### src/rtl/pipeline_controller_pkg.sv
// Shared types and constants for the pipeline hazard/trap controller.
// Holds the FSM state enum, register-ID bundle and trap cause codes.
package pipeline_controller_pkg;

    typedef enum logic [1:0] {
        ST_RUN   = 2'd0,
        ST_DRAIN = 2'd1,
        ST_TRAP  = 2'd2,
        ST_HALT  = 2'd3
    } ctrl_state_t;

    typedef struct packed {
        logic [4:0] rs1;
        logic [4:0] rs2;
        logic [4:0] rd;
    } RegisterIDs_t;

    localparam logic [3:0] TRAPCAUSE_ILLEGAL    = 4'd2;
    localparam logic [3:0] TRAPCAUSE_BREAKPOINT = 4'd3;
    localparam logic [3:0] TRAPCAUSE_ECALL      = 4'd11;

    // Illegal wins over EBREAK, which wins over ECALL.
    function automatic logic [3:0] trap_cause(input logic illegal,
                                              input logic ebreak,
                                              input logic ecall);
        logic [3:0] cause;
        cause = 4'd0;
        if (illegal)
            cause = TRAPCAUSE_ILLEGAL;
        else if (ebreak)
            cause = TRAPCAUSE_BREAKPOINT;
        else if (ecall)
            cause = TRAPCAUSE_ECALL;
        return cause;
    endfunction

endpackage

### src/rtl/pipeline_controller_if.sv
// Bundle of ID/EX/MEM status inputs and stall/flush/redirect/trap outputs.
// The controller takes the slave modport; the pipeline side takes master.
interface pipeline_controller_if;
    import pipeline_controller_pkg::*;

    logic         i_ID_Valid;
    logic [31:0]  i_ID_PC;
    RegisterIDs_t i_ID_RegisterIDs;
    logic         i_ID_UsesRs1;
    logic         i_ID_UsesRs2;
    logic         i_ID_EnvCall;
    logic         i_ID_EnvBreak;
    logic         i_ID_IllegalInstruction;
    logic         i_EX_MemRead;
    logic [4:0]   i_EX_rd;
    logic         i_EX_Redirect;
    logic [31:0]  i_EX_Target;
    logic         i_MEM_Stall;
    logic         i_Resume;

    logic         o_Freeze;
    logic         o_IF_Stall;
    logic         o_ID_Stall;
    logic         o_ID_Flush;
    logic         o_EX_Bubble;
    logic         o_PC_Redirect;
    logic [31:0]  o_PC_Target;
    logic         o_TrapValid;
    logic [3:0]   o_TrapCause;
    logic [31:0]  o_TrapPC;
    logic         o_Halted;

    modport master (
        output i_ID_Valid, i_ID_PC, i_ID_RegisterIDs, i_ID_UsesRs1, i_ID_UsesRs2,
               i_ID_EnvCall, i_ID_EnvBreak, i_ID_IllegalInstruction,
               i_EX_MemRead, i_EX_rd, i_EX_Redirect, i_EX_Target,
               i_MEM_Stall, i_Resume,
        input  o_Freeze, o_IF_Stall, o_ID_Stall, o_ID_Flush, o_EX_Bubble,
               o_PC_Redirect, o_PC_Target, o_TrapValid, o_TrapCause,
               o_TrapPC, o_Halted
    );

    modport slave (
        input  i_ID_Valid, i_ID_PC, i_ID_RegisterIDs, i_ID_UsesRs1, i_ID_UsesRs2,
               i_ID_EnvCall, i_ID_EnvBreak, i_ID_IllegalInstruction,
               i_EX_MemRead, i_EX_rd, i_EX_Redirect, i_EX_Target,
               i_MEM_Stall, i_Resume,
        output o_Freeze, o_IF_Stall, o_ID_Stall, o_ID_Flush, o_EX_Bubble,
               o_PC_Redirect, o_PC_Target, o_TrapValid, o_TrapCause,
               o_TrapPC, o_Halted
    );

endinterface

### src/rtl/pipeline_controller_hazard_detect.sv
// Combinational load-use comparator: flags an ID source register that
// matches the destination of a load currently in EX.
module hazard_detect (
    input  logic       i_ID_Valid,
    input  logic [4:0] i_ID_Rs1,
    input  logic [4:0] i_ID_Rs2,
    input  logic       i_ID_UsesRs1,
    input  logic       i_ID_UsesRs2,
    input  logic       i_EX_MemRead,
    input  logic [4:0] i_EX_rd,
    output logic       o_LoadUse
);

    logic [1:0] w_match;
    logic [4:0] w_src [2];
    logic [1:0] w_uses;

    assign w_src[0] = i_ID_Rs1;
    assign w_src[1] = i_ID_Rs2;
    assign w_uses   = {i_ID_UsesRs2, i_ID_UsesRs1};

    genvar gi;
    generate
        for (gi = 0; gi < 2; gi++) begin : g_src
            assign w_match[gi] = w_uses[gi] && (w_src[gi] == i_EX_rd);
        end
    endgenerate

    // x0 is hardwired zero, so a load "to x0" never creates a dependency.
    assign o_LoadUse = i_ID_Valid && i_EX_MemRead && (i_EX_rd != 5'd0) && (|w_match);

endmodule

### src/rtl/pipeline_controller.sv
// Hazard and trap sequencer: drives stall/flush/bubble/redirect for the
// five-stage core and walks RUN -> DRAIN -> TRAP (-> HALT) on ID traps.
module pipeline_controller
    import pipeline_controller_pkg::*;
#(
    parameter logic [31:0] TRAP_VECTOR    = 32'h0000_0100,
    parameter int          DRAIN_CYCLES   = 3,
    parameter bit          HALT_ON_EBREAK = 1'b1
) (
    input  logic                 i_Clock,
    input  logic                 i_Reset_n,
    pipeline_controller_if.slave bus
);

    localparam int              CNT_W    = $clog2(DRAIN_CYCLES + 1);
    localparam logic [CNT_W-1:0] CNT_LOAD = CNT_W'(DRAIN_CYCLES);
    localparam logic [CNT_W-1:0] CNT_ONE  = CNT_W'(1);

    ctrl_state_t      r_state;
    ctrl_state_t      w_state_next;
    logic [CNT_W-1:0] r_count;
    logic [CNT_W-1:0] w_count_next;
    logic [31:0]      r_trap_pc;
    logic [3:0]       r_trap_cause;

    logic        w_load_use;
    logic        w_trap_req;
    logic        w_latch_trap;
    logic        w_freeze;
    logic        w_stall;
    logic        w_flush;
    logic        w_bubble;
    logic        w_redirect;
    logic [31:0] w_target;
    logic        w_trap_valid;
    logic        w_halted;
    logic        w_unused_rd;

    assign w_unused_rd = ^bus.i_ID_RegisterIDs.rd;

    hazard_detect u_hazard_detect (
        .i_ID_Valid   (bus.i_ID_Valid),
        .i_ID_Rs1     (bus.i_ID_RegisterIDs.rs1),
        .i_ID_Rs2     (bus.i_ID_RegisterIDs.rs2),
        .i_ID_UsesRs1 (bus.i_ID_UsesRs1),
        .i_ID_UsesRs2 (bus.i_ID_UsesRs2),
        .i_EX_MemRead (bus.i_EX_MemRead),
        .i_EX_rd      (bus.i_EX_rd),
        .o_LoadUse    (w_load_use)
    );

    assign w_trap_req = bus.i_ID_Valid &&
                        (bus.i_ID_EnvCall || bus.i_ID_EnvBreak || bus.i_ID_IllegalInstruction);

    always_comb begin
        w_state_next = r_state;
        w_count_next = r_count;
        w_latch_trap = 1'b0;
        w_freeze     = 1'b0;
        w_stall      = 1'b0;
        w_flush      = 1'b0;
        w_bubble     = 1'b0;
        w_redirect   = 1'b0;
        w_target     = 32'd0;
        w_trap_valid = 1'b0;
        w_halted     = 1'b0;

        case (r_state)
            ST_RUN: begin
                if (bus.i_MEM_Stall) begin
                    w_freeze = 1'b1;
                end else if (bus.i_EX_Redirect) begin
                    // ID is on the wrong path, so its trap flags and hazards are moot.
                    w_redirect = 1'b1;
                    w_target   = bus.i_EX_Target;
                    w_flush    = 1'b1;
                    w_bubble   = 1'b1;
                end else if (w_trap_req) begin
                    w_latch_trap = 1'b1;
                    w_count_next = CNT_LOAD;
                    w_stall      = 1'b1;
                    w_bubble     = 1'b1;
                    w_state_next = ST_DRAIN;
                end else if (w_load_use) begin
                    w_stall  = 1'b1;
                    w_bubble = 1'b1;
                end
            end

            ST_DRAIN: begin
                w_stall  = 1'b1;
                w_bubble = 1'b1;
                if (bus.i_MEM_Stall) begin
                    w_freeze = 1'b1;
                end else begin
                    w_count_next = r_count - CNT_ONE;
                    if (r_count <= CNT_ONE)
                        w_state_next = ST_TRAP;
                end
            end

            ST_TRAP: begin
                w_flush  = 1'b1;
                w_bubble = 1'b1;
                if (HALT_ON_EBREAK && (r_trap_cause == TRAPCAUSE_BREAKPOINT)) begin
                    w_state_next = ST_HALT;
                end else begin
                    w_trap_valid = 1'b1;
                    w_redirect   = 1'b1;
                    w_target     = TRAP_VECTOR;
                    w_state_next = ST_RUN;
                end
            end

            ST_HALT: begin
                w_halted = 1'b1;
                w_stall  = 1'b1;
                w_bubble = 1'b1;
                if (bus.i_Resume) begin
                    w_redirect   = 1'b1;
                    w_target     = r_trap_pc + 32'd4;
                    w_flush      = 1'b1;
                    w_state_next = ST_RUN;
                end
            end

            default: begin
                w_state_next = ST_RUN;
            end
        endcase
    end

    always_ff @(posedge i_Clock or negedge i_Reset_n) begin
        if (!i_Reset_n) begin
            r_state      <= ST_RUN;
            r_count      <= '0;
            r_trap_pc    <= 32'd0;
            r_trap_cause <= 4'd0;
        end else begin
            r_state <= w_state_next;
            r_count <= w_count_next;
            if (w_latch_trap) begin
                r_trap_pc    <= bus.i_ID_PC;
                r_trap_cause <= trap_cause(bus.i_ID_IllegalInstruction,
                                           bus.i_ID_EnvBreak,
                                           bus.i_ID_EnvCall);
            end
        end
    end

    // Combinational outputs are gated by reset so the pipe sees all zeros during it.
    assign bus.o_Freeze      = w_freeze     & i_Reset_n;
    assign bus.o_IF_Stall    = w_stall      & i_Reset_n;
    assign bus.o_ID_Stall    = w_stall      & i_Reset_n;
    assign bus.o_ID_Flush    = w_flush      & i_Reset_n;
    assign bus.o_EX_Bubble   = w_bubble     & i_Reset_n;
    assign bus.o_PC_Redirect = w_redirect   & i_Reset_n;
    assign bus.o_PC_Target   = w_target     & {32{i_Reset_n}};
    assign bus.o_TrapValid   = w_trap_valid & i_Reset_n;
    assign bus.o_Halted      = w_halted     & i_Reset_n;
    assign bus.o_TrapPC      = r_trap_pc;
    assign bus.o_TrapCause   = r_trap_cause;

endmodule

### src/flat_wrapper.sv
// flat-port wrapper written by rule: the top's interface ports become plain ports
module pipeline_controller_flat import pipeline_controller_pkg::*;
#(
    parameter logic [31:0] TRAP_VECTOR    = 32'h0000_0100,
    parameter int          DRAIN_CYCLES   = 3,
    parameter bit          HALT_ON_EBREAK = 1'b1
)
  (i_Clock, i_Reset_n, bus_i_ID_Valid, bus_i_ID_PC, bus_i_ID_RegisterIDs, bus_i_ID_UsesRs1, bus_i_ID_UsesRs2, bus_i_ID_EnvCall, bus_i_ID_EnvBreak, bus_i_ID_IllegalInstruction, bus_i_EX_MemRead, bus_i_EX_rd, bus_i_EX_Redirect, bus_i_EX_Target, bus_i_MEM_Stall, bus_i_Resume, bus_o_Freeze, bus_o_IF_Stall, bus_o_ID_Stall, bus_o_ID_Flush, bus_o_EX_Bubble, bus_o_PC_Redirect, bus_o_PC_Target, bus_o_TrapValid, bus_o_TrapCause, bus_o_TrapPC, bus_o_Halted);
  pipeline_controller_if bus_i ();
  input  logic i_Clock;
  input  logic i_Reset_n;
  input wire logic [$bits(bus_i.i_ID_Valid)-1:0] bus_i_ID_Valid;
  input wire logic [$bits(bus_i.i_ID_PC)-1:0] bus_i_ID_PC;
  input wire logic [$bits(bus_i.i_ID_RegisterIDs)-1:0] bus_i_ID_RegisterIDs;
  input wire logic [$bits(bus_i.i_ID_UsesRs1)-1:0] bus_i_ID_UsesRs1;
  input wire logic [$bits(bus_i.i_ID_UsesRs2)-1:0] bus_i_ID_UsesRs2;
  input wire logic [$bits(bus_i.i_ID_EnvCall)-1:0] bus_i_ID_EnvCall;
  input wire logic [$bits(bus_i.i_ID_EnvBreak)-1:0] bus_i_ID_EnvBreak;
  input wire logic [$bits(bus_i.i_ID_IllegalInstruction)-1:0] bus_i_ID_IllegalInstruction;
  input wire logic [$bits(bus_i.i_EX_MemRead)-1:0] bus_i_EX_MemRead;
  input wire logic [$bits(bus_i.i_EX_rd)-1:0] bus_i_EX_rd;
  input wire logic [$bits(bus_i.i_EX_Redirect)-1:0] bus_i_EX_Redirect;
  input wire logic [$bits(bus_i.i_EX_Target)-1:0] bus_i_EX_Target;
  input wire logic [$bits(bus_i.i_MEM_Stall)-1:0] bus_i_MEM_Stall;
  input wire logic [$bits(bus_i.i_Resume)-1:0] bus_i_Resume;
  output wire logic [$bits(bus_i.o_Freeze)-1:0] bus_o_Freeze;
  output wire logic [$bits(bus_i.o_IF_Stall)-1:0] bus_o_IF_Stall;
  output wire logic [$bits(bus_i.o_ID_Stall)-1:0] bus_o_ID_Stall;
  output wire logic [$bits(bus_i.o_ID_Flush)-1:0] bus_o_ID_Flush;
  output wire logic [$bits(bus_i.o_EX_Bubble)-1:0] bus_o_EX_Bubble;
  output wire logic [$bits(bus_i.o_PC_Redirect)-1:0] bus_o_PC_Redirect;
  output wire logic [$bits(bus_i.o_PC_Target)-1:0] bus_o_PC_Target;
  output wire logic [$bits(bus_i.o_TrapValid)-1:0] bus_o_TrapValid;
  output wire logic [$bits(bus_i.o_TrapCause)-1:0] bus_o_TrapCause;
  output wire logic [$bits(bus_i.o_TrapPC)-1:0] bus_o_TrapPC;
  output wire logic [$bits(bus_i.o_Halted)-1:0] bus_o_Halted;
  assign bus_i.i_ID_Valid = bus_i_ID_Valid;
  assign bus_i.i_ID_PC = bus_i_ID_PC;
  assign bus_i.i_ID_RegisterIDs = bus_i_ID_RegisterIDs;
  assign bus_i.i_ID_UsesRs1 = bus_i_ID_UsesRs1;
  assign bus_i.i_ID_UsesRs2 = bus_i_ID_UsesRs2;
  assign bus_i.i_ID_EnvCall = bus_i_ID_EnvCall;
  assign bus_i.i_ID_EnvBreak = bus_i_ID_EnvBreak;
  assign bus_i.i_ID_IllegalInstruction = bus_i_ID_IllegalInstruction;
  assign bus_i.i_EX_MemRead = bus_i_EX_MemRead;
  assign bus_i.i_EX_rd = bus_i_EX_rd;
  assign bus_i.i_EX_Redirect = bus_i_EX_Redirect;
  assign bus_i.i_EX_Target = bus_i_EX_Target;
  assign bus_i.i_MEM_Stall = bus_i_MEM_Stall;
  assign bus_i.i_Resume = bus_i_Resume;
  assign bus_o_Freeze = bus_i.o_Freeze;
  assign bus_o_IF_Stall = bus_i.o_IF_Stall;
  assign bus_o_ID_Stall = bus_i.o_ID_Stall;
  assign bus_o_ID_Flush = bus_i.o_ID_Flush;
  assign bus_o_EX_Bubble = bus_i.o_EX_Bubble;
  assign bus_o_PC_Redirect = bus_i.o_PC_Redirect;
  assign bus_o_PC_Target = bus_i.o_PC_Target;
  assign bus_o_TrapValid = bus_i.o_TrapValid;
  assign bus_o_TrapCause = bus_i.o_TrapCause;
  assign bus_o_TrapPC = bus_i.o_TrapPC;
  assign bus_o_Halted = bus_i.o_Halted;
  pipeline_controller #(.TRAP_VECTOR(TRAP_VECTOR), .DRAIN_CYCLES(DRAIN_CYCLES), .HALT_ON_EBREAK(HALT_ON_EBREAK)) u_core (.i_Clock(i_Clock), .i_Reset_n(i_Reset_n), .bus(bus_i));
endmodule
### config.mk
export PLATFORM = sky130hd
export DESIGN_NAME = pipeline_controller_flat
export DESIGN_NICKNAME = d
export VERILOG_FILES = /design/src/rtl/pipeline_controller_pkg.sv /design/src/rtl/pipeline_controller_if.sv /design/src/rtl/pipeline_controller_hazard_detect.sv /design/src/rtl/pipeline_controller.sv /design/src/flat_wrapper.sv
export SDC_FILE = /design/constraint.sdc
export NUM_CORES = 1
export LEC_CHECK = 0
export ABC_AREA = 1
export CORE_AREA = 2 2 97 99
export CTS_BUF_LIST = sky130_fd_sc_hd__clkbuf_8
export DETAILED_ROUTE_END_ITERATION = 16
export DIE_AREA = 0 0 99 101
export GPL_TIMING_DRIVEN = 0
export PLACE_DENSITY_LB_ADDON = 0.2
export SLEW_MARGIN = 10
export SYNTH_ARGS = -nofsm -noshare
export SYNTH_HDL_FRONTEND = slang
export SYNTH_HIERARCHICAL = 1
export SYNTH_SLANG_ARGS = --single-unit
export TNS_END_PERCENT = 10
### constraint.sdc
create_clock -name i_Clock -period 3 [get_ports i_Clock]
set_input_delay 0.6 -clock i_Clock [delete_from_list [all_inputs] [get_ports i_Clock]]
set_output_delay 0.6 -clock i_Clock [all_outputs]
set_load 0.05 [all_outputs]
**Yosys cells after proc, flatten, opt, wreduce, memory -nomap -nowiden**

Cells that the tools add are included.

- Logic and storage cells: 87
- Register bits after elaboration: 40
- Bits of input ports: 96

- Reductions and logical operators: 17
- Mux-type cells: 43
- Add/subtract/negate cells: 2
- Bitwise operators: 8
- Eq/ne operators: 12
- Magnitude comparators: 1

Operators by type and width:

| operator | number |
|---|---|
| $mux 32 | 3 |
| $pmux 32 s3 | 1 |
| $add 32x3->32 const B | 1 |
| $and 32x32->32 | 1 |
| $mux 2 | 11 |
| $mux 1 | 18 |
| $mux 4 | 3 |
| $eq 5x5->1 | 2 |
| $mux 9 | 1 |
| $ne 2x2->1 const B | 4 |
| $pmux 2 s4 | 1 |
| $and 1x1->1 | 7 |
| $logic_and 1x1->1 | 6 |
| $pmux 1 s3 | 2 |
| $reduce_and 6->1 | 1 |
| $reduce_or 2->1 | 3 |
| $reduce_and 5->1 | 1 |
| $reduce_bool 5->1 | 1 |
| $eq 2x2->1 const B | 2 |
| $eq 4x2->1 const B | 1 |
| $ne 2x1->1 const B | 2 |
| $pmux 1 s2 | 2 |
| $pmux 2 s2 | 1 |
| $reduce_or 3->1 | 1 |
| 6 further kinds | 7 |

**Longest topological paths before layout**

Gate-level depths: netlist of the first run.

- Depth after elaboration: 10
- Gate-level depth with buffers: 12
- Depth with buffers taken out: 12

**Modules after synthesis**

The synthesis of the first run kept the hierarchy.

Modules (own cells, without submodules):

| module | cells an instance | instances | area each (um^2) |
|---|---|---|---|
| pipeline_controller | 496 | 1 | 3,005.4 |
| hazard_detect | 56 | 1 | 217.7 |

**Worst setup path before layout of the first run**

OpenSTA, ideal clock, no wires.

- Path type: reg-to-output
- From: register u_core.r_trap_pc[3], in the netlist u_core/bus.o_TrapPC[3]
- To: output port bus_o_PC_Target[22]
- Stages on the path, launching flop included: 10
- Arrival time: 2.377 ns
- Slack: 0.023 ns
- Data required time: 2.400 ns
- Cells stage by stage: dfrtp_1 > ha_1 > nand2_1 > nor2_2 > nand2_2 > nor2_4 > nand2_1 > nand2_1 > nand3_1 > a21oi_1

- Cells in the longest elaborated chain, start to end: 4

RTL lines:

| what | RTL line | RTL |
|---|---|---|
| start: declaration | pipeline_controller.sv:23 | `logic [31:0] r_trap_pc;` |
| start signal: assignment | pipeline_controller.sv:143 | `r_trap_pc <= bus.i_ID_PC;` |
| $add 32x3->32 | pipeline_controller.sv:121 | `w_target = r_trap_pc + 32'd4;` |
| $mux 32 | pipeline_controller.sv:119 | `if (bus.i_Resume) begin` |
| $pmux 32 s3 | pipeline_controller.sv:68 | `case (r_state)` |
| $and 32x32->32 | pipeline_controller.sv:158 | `assign bus.o_PC_Target = w_target & {32{i_Reset_n}};` |
| end: declaration | flat_wrapper.sv:32 | `output wire logic [$bits(bus_i.o_PC_Target)-1:0] bus_o_PC_Target;` |

No other way between the ends.

**Worst setup path in the final report of the first run**

- From: input port bus_i_EX_rd[3]
- To: output port bus_o_IF_Stall

- Cells in the longest elaborated chain, start to end: 10
- Elaborated cells on any way between the ends: 14
- Those cells by class: 2 x eq/ne; 5 x mux; 1 x bitwise; 6 x reduce/logical

RTL lines:

| what | RTL line | RTL |
|---|---|---|
| start: declaration | flat_wrapper.sv:21 | `input wire logic [$bits(bus_i.i_EX_rd)-1:0] bus_i_EX_rd;` |
| $eq 5x5->1 | pipeline_controller_hazard_detect.sv:25 | `assign w_match[gi] = w_uses[gi] && (w_src[gi] == i_EX_rd);` |
| $logic_and 1x1->1 | pipeline_controller_hazard_detect.sv:25 |  |
| $reduce_or 2->1 | pipeline_controller_hazard_detect.sv:30 | `assign o_LoadUse = i_ID_Valid && i_EX_MemRead && (i_EX_rd != 5'd0) && (\|w_match);` |
| $logic_and 1x1->1 (*) | pipeline_controller_hazard_detect.sv:30 |  |
| net u_core.w_load_use | pipeline_controller.sv:26 | `logic w_load_use;` |
| $mux 1 (*) | pipeline_controller.sv:84 | `end else if (w_load_use) begin` |
| $mux 1 (*) | pipeline_controller.sv:78 | `end else if (w_trap_req) begin` |
| $mux 1 (*) | pipeline_controller.sv:72 | `end else if (bus.i_EX_Redirect) begin` |
| $mux 1 (*) | pipeline_controller.sv:70 | `if (bus.i_MEM_Stall) begin` |
| $pmux 1 s2 (*) | pipeline_controller.sv:68 |  |
| $and 1x1->1 (*) | pipeline_controller.sv:153 | `assign bus.o_IF_Stall = w_stall & i_Reset_n;` |
| end: declaration | flat_wrapper.sv:27 | `output wire logic [$bits(bus_i.o_IF_Stall)-1:0] bus_o_IF_Stall;` |

Mark *: on every way through the listed nets, which the timed path passes. The rest lies on a longest branch.

==> flow_summary.json, run 1 <==
{
  "synth_warnings": 6,
  "syn_inst": 552,
  "setup_ws_ps": 32.8,
  "switchingPower_mw": 2.46,
  "worst_clock_skew_ps": 9.58,
  "ir_worst_vdd_uv": 632,
  "placementRows": 35,
  "startpoint_type": "input port",
  "cts_buffer_depth": 2,
  "fill_cells": 946,
  "leakage_nw": 2.25,
  "power_density_nw_per_um2": 848,
  "postRouteWirelength_um": 13200,
  "synth_mux_area_share_pct": 0,
  "vias": 4213,
  "cts_sinks": 39,
  "max_freq_mhz": 337,
  "drc": 0,
  "cts_buffers": 5,
  "ys_types": 30,
  "crit_chain": "clkdlybuf4s50_1 -> inv_1 -> nand2_1 -> nand2_1 -> nor2_1 -> nand3_1 -> a21oi_1 -> inv_1 -> nand2_1 -> nand3_1 -> a21oi_2 -> buf_4 -> buf_6",
  "start_util_pct": 35.9,
  "vias_per_cell": 5.03,
  "setup_violations": 0,
  "hpwl_um": 10700,
  "pre_cts_ws_ps": -592,
  "ant_nets": 0,
  "grt_util_all_layers_pct": 26.8,
  "synth_nets": 650,
  "grt_pass1_vias": 4223,
  "final_layout_size_suffix_gt1_share_pct": 11.4,
  "fin_crit_sh_pct": 98.9,
  "synth_fa_ha_area_share_pct": 0.776,
  "rsz0062_at_grt": "true",
  "crit_path_end_kind": "primary output",
  "max_stage_delay_ps": 500,
  "area.sequential_sq_um": 976,
  "synth_compound_area_share_pct": 15.3,
  "dr.pass1.iters": 5,
  "power_mw": 4.25,
  "cp.required_ps": 2400,
  "clk_pin_slew_worst_paths_ps": 80,
  "maxSlewHeadroom_pct": 61.8,
  "avgSynthCellArea_sq_um": 5.84,
  "internal-power_mw": 1.80,
  "cts_htree_levels": 2,
  "crit_top_cell": "nand2_1",
  "dp.cells": 829,
  "critical_path_class": "in -> out",
  "worstHoldPathType": "in -> async",
  "io_buffers": 165,
  "power_frac_seq_pct": 27.9,
  "syn2layout_area_growth_pct": 55.6,
  "status": "finished, final reports clean",
  "yosys.area_share.simple_pct": 43.2,
  "stdcell_count": 837,
  "grt_pass1_wl_um": 20900,
  "finalMaxSlewViolations": 0,
  "gp_congestion": 0.868,
  "dieArea_sq_um": 10000,
  "routedWlPerCell_um": 15.8,
  "netlist_area_sq_um": 3220,
  "synth_top_family_by_area": "simple AND/OR/NAND/NOR gates",
  "overflow": 0,
  "clk_latency_ps": 310,
  "worstMarginPinSlew_ps": 571,
  "design.core.area_sq_um": 8980,
  "synth-xor-area-share_pct": 0,
  "p_sw_share_pct": 57.8,
  "fin_nets": 823,
  "drtIter0Drc": 218,
  "yosysSeqAreaShare_pct": 30.3,
  "num_io_pins": 172,
  "hold_viol": 0,
  "cp_slowest_cell": "clkdlybuf4s50_1",
  "die_w_um": 99,
  "power_frac_clock_pct": 8.9,
  "cts_root_buffer": "clkbuf_8",
  "die_y_um": 101,
  "antenna_found_initial": 0,
  "multi_input_area_sq_um": 1920,
  "grt_max_degree": 32,
  "antenna_cells": 0,
  "synth_seq_cells": 39,
  "path_max_fanout": 3,
  "pwr-share-comb_pct": 63.2,
  "finalCriticalPeriod_ps": 2970,
  "cts_tree": "yes",
  "cap_violations": 0,
  "arrival_ps": 2370
}
==> flip-flops by register name, summed over array words and instances (netlist names) <==
register / flops
u_core/r_count: 2
u_core/bus.o_TrapCause: 3
u_core/bus.o_TrapPC: 32
u_core/r_state: 2
==> cells in the final DEF (no fill, tap or decap), drive strengths merged, types with 2 or more instances in the layout <==
cell	netlist	layout
a21oi	39	39
a22oi	5	5
a31oi	3	3
buf	14	37
clkbuf	3	18
clkdlybuf4s15	0	8
clkdlybuf4s50	0	123
clkinvlp	0	2
dfrtp	39	39
ha	2	2
inv	62	62
nand2	209	209
nand3	40	40
nor2	83	83
nor3	6	6
o211ai	3	3
o21ai	33	33
o21bai	4	4
or2	3	3
==> cell type report <==
| cell class | instances | area share, % |
|---|---|---|
| tap | 111 | 2.77 |
| timing repair buffer | 166 | 30.8 |
| clock buffer | 5 | 1.37 |
| buffer | 17 | 2.15 |
| multi-input combinational | 434 | 38.3 |
| sequential | 39 | 19.5 |
| inverter | 62 | 4.69 |
| clock inverter | 3 | 0.399 |
==> final timing paths <==
check | start | to | slack [ps] | cells past startpoint
worst min-delay path | i_Reset_n | u_core/bus.o_TrapPC[1]$_DFFE_PN0P_ | 160 | 1
max in group asynchronous | i_Reset_n | u_core/bus.o_TrapPC[27]$_DFFE_PN0P_ | 2390 | 2
worst min register to register | u_core/bus.o_TrapCause[1]$_DFFE_PN0P_ | u_core/bus.o_TrapCause[1]$_DFFE_PN0P_ | 510 | 1
min in group i_Clock | u_core/bus.o_TrapCause[1]$_DFFE_PN0P_ | u_core/bus.o_TrapCause[1]$_DFFE_PN0P_ | 510 | 1
worst max register to register | u_core/r_state[1]$_DFFE_PN0P_ | u_core/bus.o_TrapPC[26]$_DFFE_PN0P_ | 1320 | 6
worst max-delay path | bus_i_EX_rd[3] | bus_o_IF_Stall | 30 | 13
==> worst max-delay path: cells and delay by family <==
family          cells  cell delay (ps)
simple gates        6              500
buf+inv             5              930
compound gates      2              320
==> synth_stat cells <==
cell type	count	area (sq um)
buf_1	1	3.75
nor2_4	4	45.0
nand4_1	1	6.26
buf_6	1	11.3
o31ai_2	1	12.5
nand2_1	207	777
nor3_1	6	30.0
nor2_2	3	18.8
a21oi_2	1	8.76
inv_2	5	18.8
a211oi_1	1	7.51
clkbuf_1	3	11.3
nor2_1	76	285
a31oi_1	3	18.8
nand3_1	40	200
o21ai_1	10	50.1
inv_1	57	214
a21oi_1	38	190
dfrtp_1	39	976
or2_2	2	12.5
o21bai_1	4	30.0
o211ai_1	3	22.5
o21ai_0	23	115
or2_1	1	6.26
buf_2	7	35.0
nand2_2	2	12.5
ha_1	2	25.0
conb_1	1	3.75
buf_4	5	37.5
a22oi_1	5	37.5
==> per-stage QoR <==
stage	cell area (sq um)	utilization (%)	hold slack (ps)	TNS, ps
detailed placement	5030	56.0	493	-17460
CTS	5120	57.1	168	-746
floorplan	3220	-	304	0
global route	5010	55.8	167	-150
global placement	5010	55.8	477	-68960
finish	5010	55.8	162	0
==> routing by layer <==
layer	vias up	GRT usage [%]	share of wire (%)
li1	2096	-	-
met1	1932	35.5	44
met2	162	44.7	48
met3	23	4.02	6.3
met4	0	9.06	2.1
met5	-	0	0
==> cell families (layout without fill, tap and decap cells) <==
family / count (synthesis) / count (layout)
AO/OA/AOI/OAI: 89 / 89
adder cells (fa/ha/maj): 2 / 2
buffers and inverters: 79 / 253
flip-flops: 39 / 39
other: 1 / 1
AND/OR/NAND/NOR: 342 / 342
==> power groups by stage <==
stage	sequential [mW]	combinational, mW	clock (mW)
global route	1.23	2.87	0.407
global placement	1.18	2.68	0
finish	1.19	2.69	0.378
CTS	1.18	2.69	0.383
floorplan	1.85	0.960	0
detailed placement	1.18	2.70	0
==> repair_timing <==
action / CTS / global route
buffers inserted: 0 / 0
gates resized for setup: 110 / 74
cloned: 0 / 0
hold buffers: 0 / 0
endpoints found under the setup margin: 40 / 39
pin swaps: 0 / 1
No activity file was read; power rests on OpenSTA's default activity.
==> inputs of run 2 (changes only) <==
CAP_MARGIN = 40   (was default)
==> flow_summary.json, run 2 (same netlist as run 1, synthesis figures left out) <==
{
  "status": "finished, final reports clean",
  "fin_nets": 823,
  "regToRegSetupSlack_ps": 1320,
  "crit_top_cell": "nand2_1",
  "worstHoldPathType": "in -> async",
  "cp.depth": 13,
  "final_layout_size_suffix_gt1_share_pct": 11.4,
  "crit_chain": "clkdlybuf4s50_1 -> inv_1 -> nand2_1 -> nand2_1 -> nor2_1 -> nand3_1 -> a21oi_1 -> inv_1 -> nand2_1 -> nand3_1 -> a21oi_2 -> buf_4 -> buf_6",
  "max_stage_delay_ps": 500,
  "die_y_um": 101,
  "antenna_found_initial": 0,
  "dr.pass1.iters": 5,
  "hpwl_um": 10700,
  "placementRows": 35,
  "reg2reg_from": "u_core/r_state[1]$_DFFE_PN0P_",
  "finalCriticalPeriod_ps": 2970,
  "setup.worst_path.end": "bus_o_IF_Stall",
  "fill_cells": 946,
  "startpoint_type": "input port",
  "final_cell_mix": "nand2_1 (207), clkdlybuf4s50_1 (123), nor2_1 (76)",
  "critical_path_class": "in -> out",
  "cts_setup_buffers": 0,
  "hold_slack_ps": 162,
  "rsz0062_at_grt": "true",
  "design.core.area_sq_um": 8980,
  "max_freq_mhz": 337,
  "maxSlewHeadroom_pct": 61.8,
  "num_io_pins": 172,
  "dieArea_sq_um": 10000,
  "ant_nets": 0,
  "routedWlPerCell_um": 15.8,
  "final_common_cell": "nand2_1",
  "start_util_pct": 35.9,
  "grt_max_degree": 32,
  "arrival_ps": 2370,
  "overflow": 0,
  "worstMarginPinSlew_ps": 571,
  "die_w_um": 99,
  "power_density_nw_per_um2": 848,
  "rr_endpoint": "u_core/bus.o_TrapPC[26]$_DFFE_PN0P_",
  "cp_slowest_cell": "clkdlybuf4s50_1",
  "vias": 4213,
  "crit_path_end_kind": "primary output",
  "grt_util_all_layers_pct": 26.8,
  "cts_htree_levels": 2,
  "clk_latency_ps": 310,
  "final_util_pct": 55.8,
  "cts_tree": "yes",
  "fin_crit_sh_pct": 98.9,
  "hold_viol": 0,
  "critPathLaunch": "bus_i_EX_rd[3]",
  "drc": 0,
  "worst_clock_skew_ps": 9.58,
  "postRouteWirelength_um": 13200,
  "cp_num_buf_inv": 5,
  "cts_buffers": 5,
  "drtIter0Drc": 218,
  "cap_violations": 0,
  "cp.required_ps": 2400,
  "gp_congestion": 0.868,
  "cts_root_buffer": "clkbuf_8",
  "io_buffers": 165,
  "power_mw": 4.25,
  "cp_top_family": "buffers and inverters",
  "clk_pin_slew_worst_paths_ps": 80,
  "finalMaxSlewViolations": 0,
  "setup_violations": 0,
  "largest_reg_flops": 32,
  "antenna_cells": 0,
  "vias_per_cell": 5.03,
  "rr_worst_depth": 6,
  "cts_buffer_depth": 2,
  "grt_pass1_wl_um": 20900,
  "grt_pass1_vias": 4223,
  "path_max_fanout": 3,
  "leakage_nw": 2.25,
  "ir_worst_vdd_uv": 632,
  "cts_sinks": 39,
  "syn2layout_area_growth_pct": 55.6
}
[run 2: cell counts in the layout (fill, tap and decap cells not counted)]
Identical to the previous run, type by type.
[run 2: routing by layer]
metal	GRT usage (%)	share of wire, %	vias to the layer above	routed length (um)
li1	-	-	2096	-
met1	35.5	44	1932	5790
met2	44.7	48	162	6300
met3	4.02	6.3	23	835
met4	9.06	2.1	0	279
met5	0	0	-	0
[run 2: repair_timing]
item                       CTS  global route
hold buffers                 0             0
resized for setup          110            74
setup endpoints to repair   40            39
pin swaps                    0             1
[run 2: through the flow]
stage / TNS [ps] / std cells / cell area (sq um) / worst slack (ps)
after floorplan: 0 / 552 / 3220 / 22.8
after global routing: -150 / 837 / 5010 / -107
final: 0 / 837 / 5010 / 32.8
after detailed placement: -17460 / 829 / 5030 / -592
after global placement: -68960 / 828 / 5010 / -1920
after CTS: -746 / 837 / 5120 / -148
[run 2: worst register-to-register path: stages, from the launching register on]
cell and delay [ps]:
dfrtp_1 430, nor2_1 230, nand3_1 170, nor2_2 250, buf_2 330, nand2_1 120
o21ai_1 100
[run 2: report_power, final]
part           internal, mW  switching, mW
Combinational         0.857           1.83
Sequential            0.777          0.412
Clock                 0.162          0.216
Total                  1.80           2.46
[run 2: worst min-delay path by stage]
stage	start	endpoint	slack, ps	cells after the start
floorplan	i_Reset_n	u_core/bus.o_TrapCause[0]$_DFFE_PN0P_	300	0
global placement	u_core/r_count[0]$_DFFE_PN0P_	u_core/r_count[0]$_DFFE_PN0P_	480	1
detailed placement	u_core/bus.o_TrapPC[0]$_DFFE_PN0P_	u_core/bus.o_TrapPC[0]$_DFFE_PN0P_	490	2
CTS	i_Reset_n	u_core/bus.o_TrapPC[1]$_DFFE_PN0P_	170	1
global route	i_Reset_n	u_core/bus.o_TrapPC[1]$_DFFE_PN0P_	170	1
finish	i_Reset_n	u_core/bus.o_TrapPC[1]$_DFFE_PN0P_	160	1
[run 2: area by class of cell]
| class | count | area (sq um) | share of cell area [%] |
|---|---|---|---|
| sequential | 39 | 976 | 19.5 |
| timing repair buffer | 166 | 1550 | 30.8 |
| tap | 111 | 139 | 2.77 |
| buffer | 17 | 108 | 2.15 |
| multi-input combinational | 434 | 1920 | 38.3 |
| inverter | 62 | 235 | 4.69 |
| clock buffer | 5 | 68.8 | 1.37 |
| clock inverter | 3 | 20.0 | 0.399 |
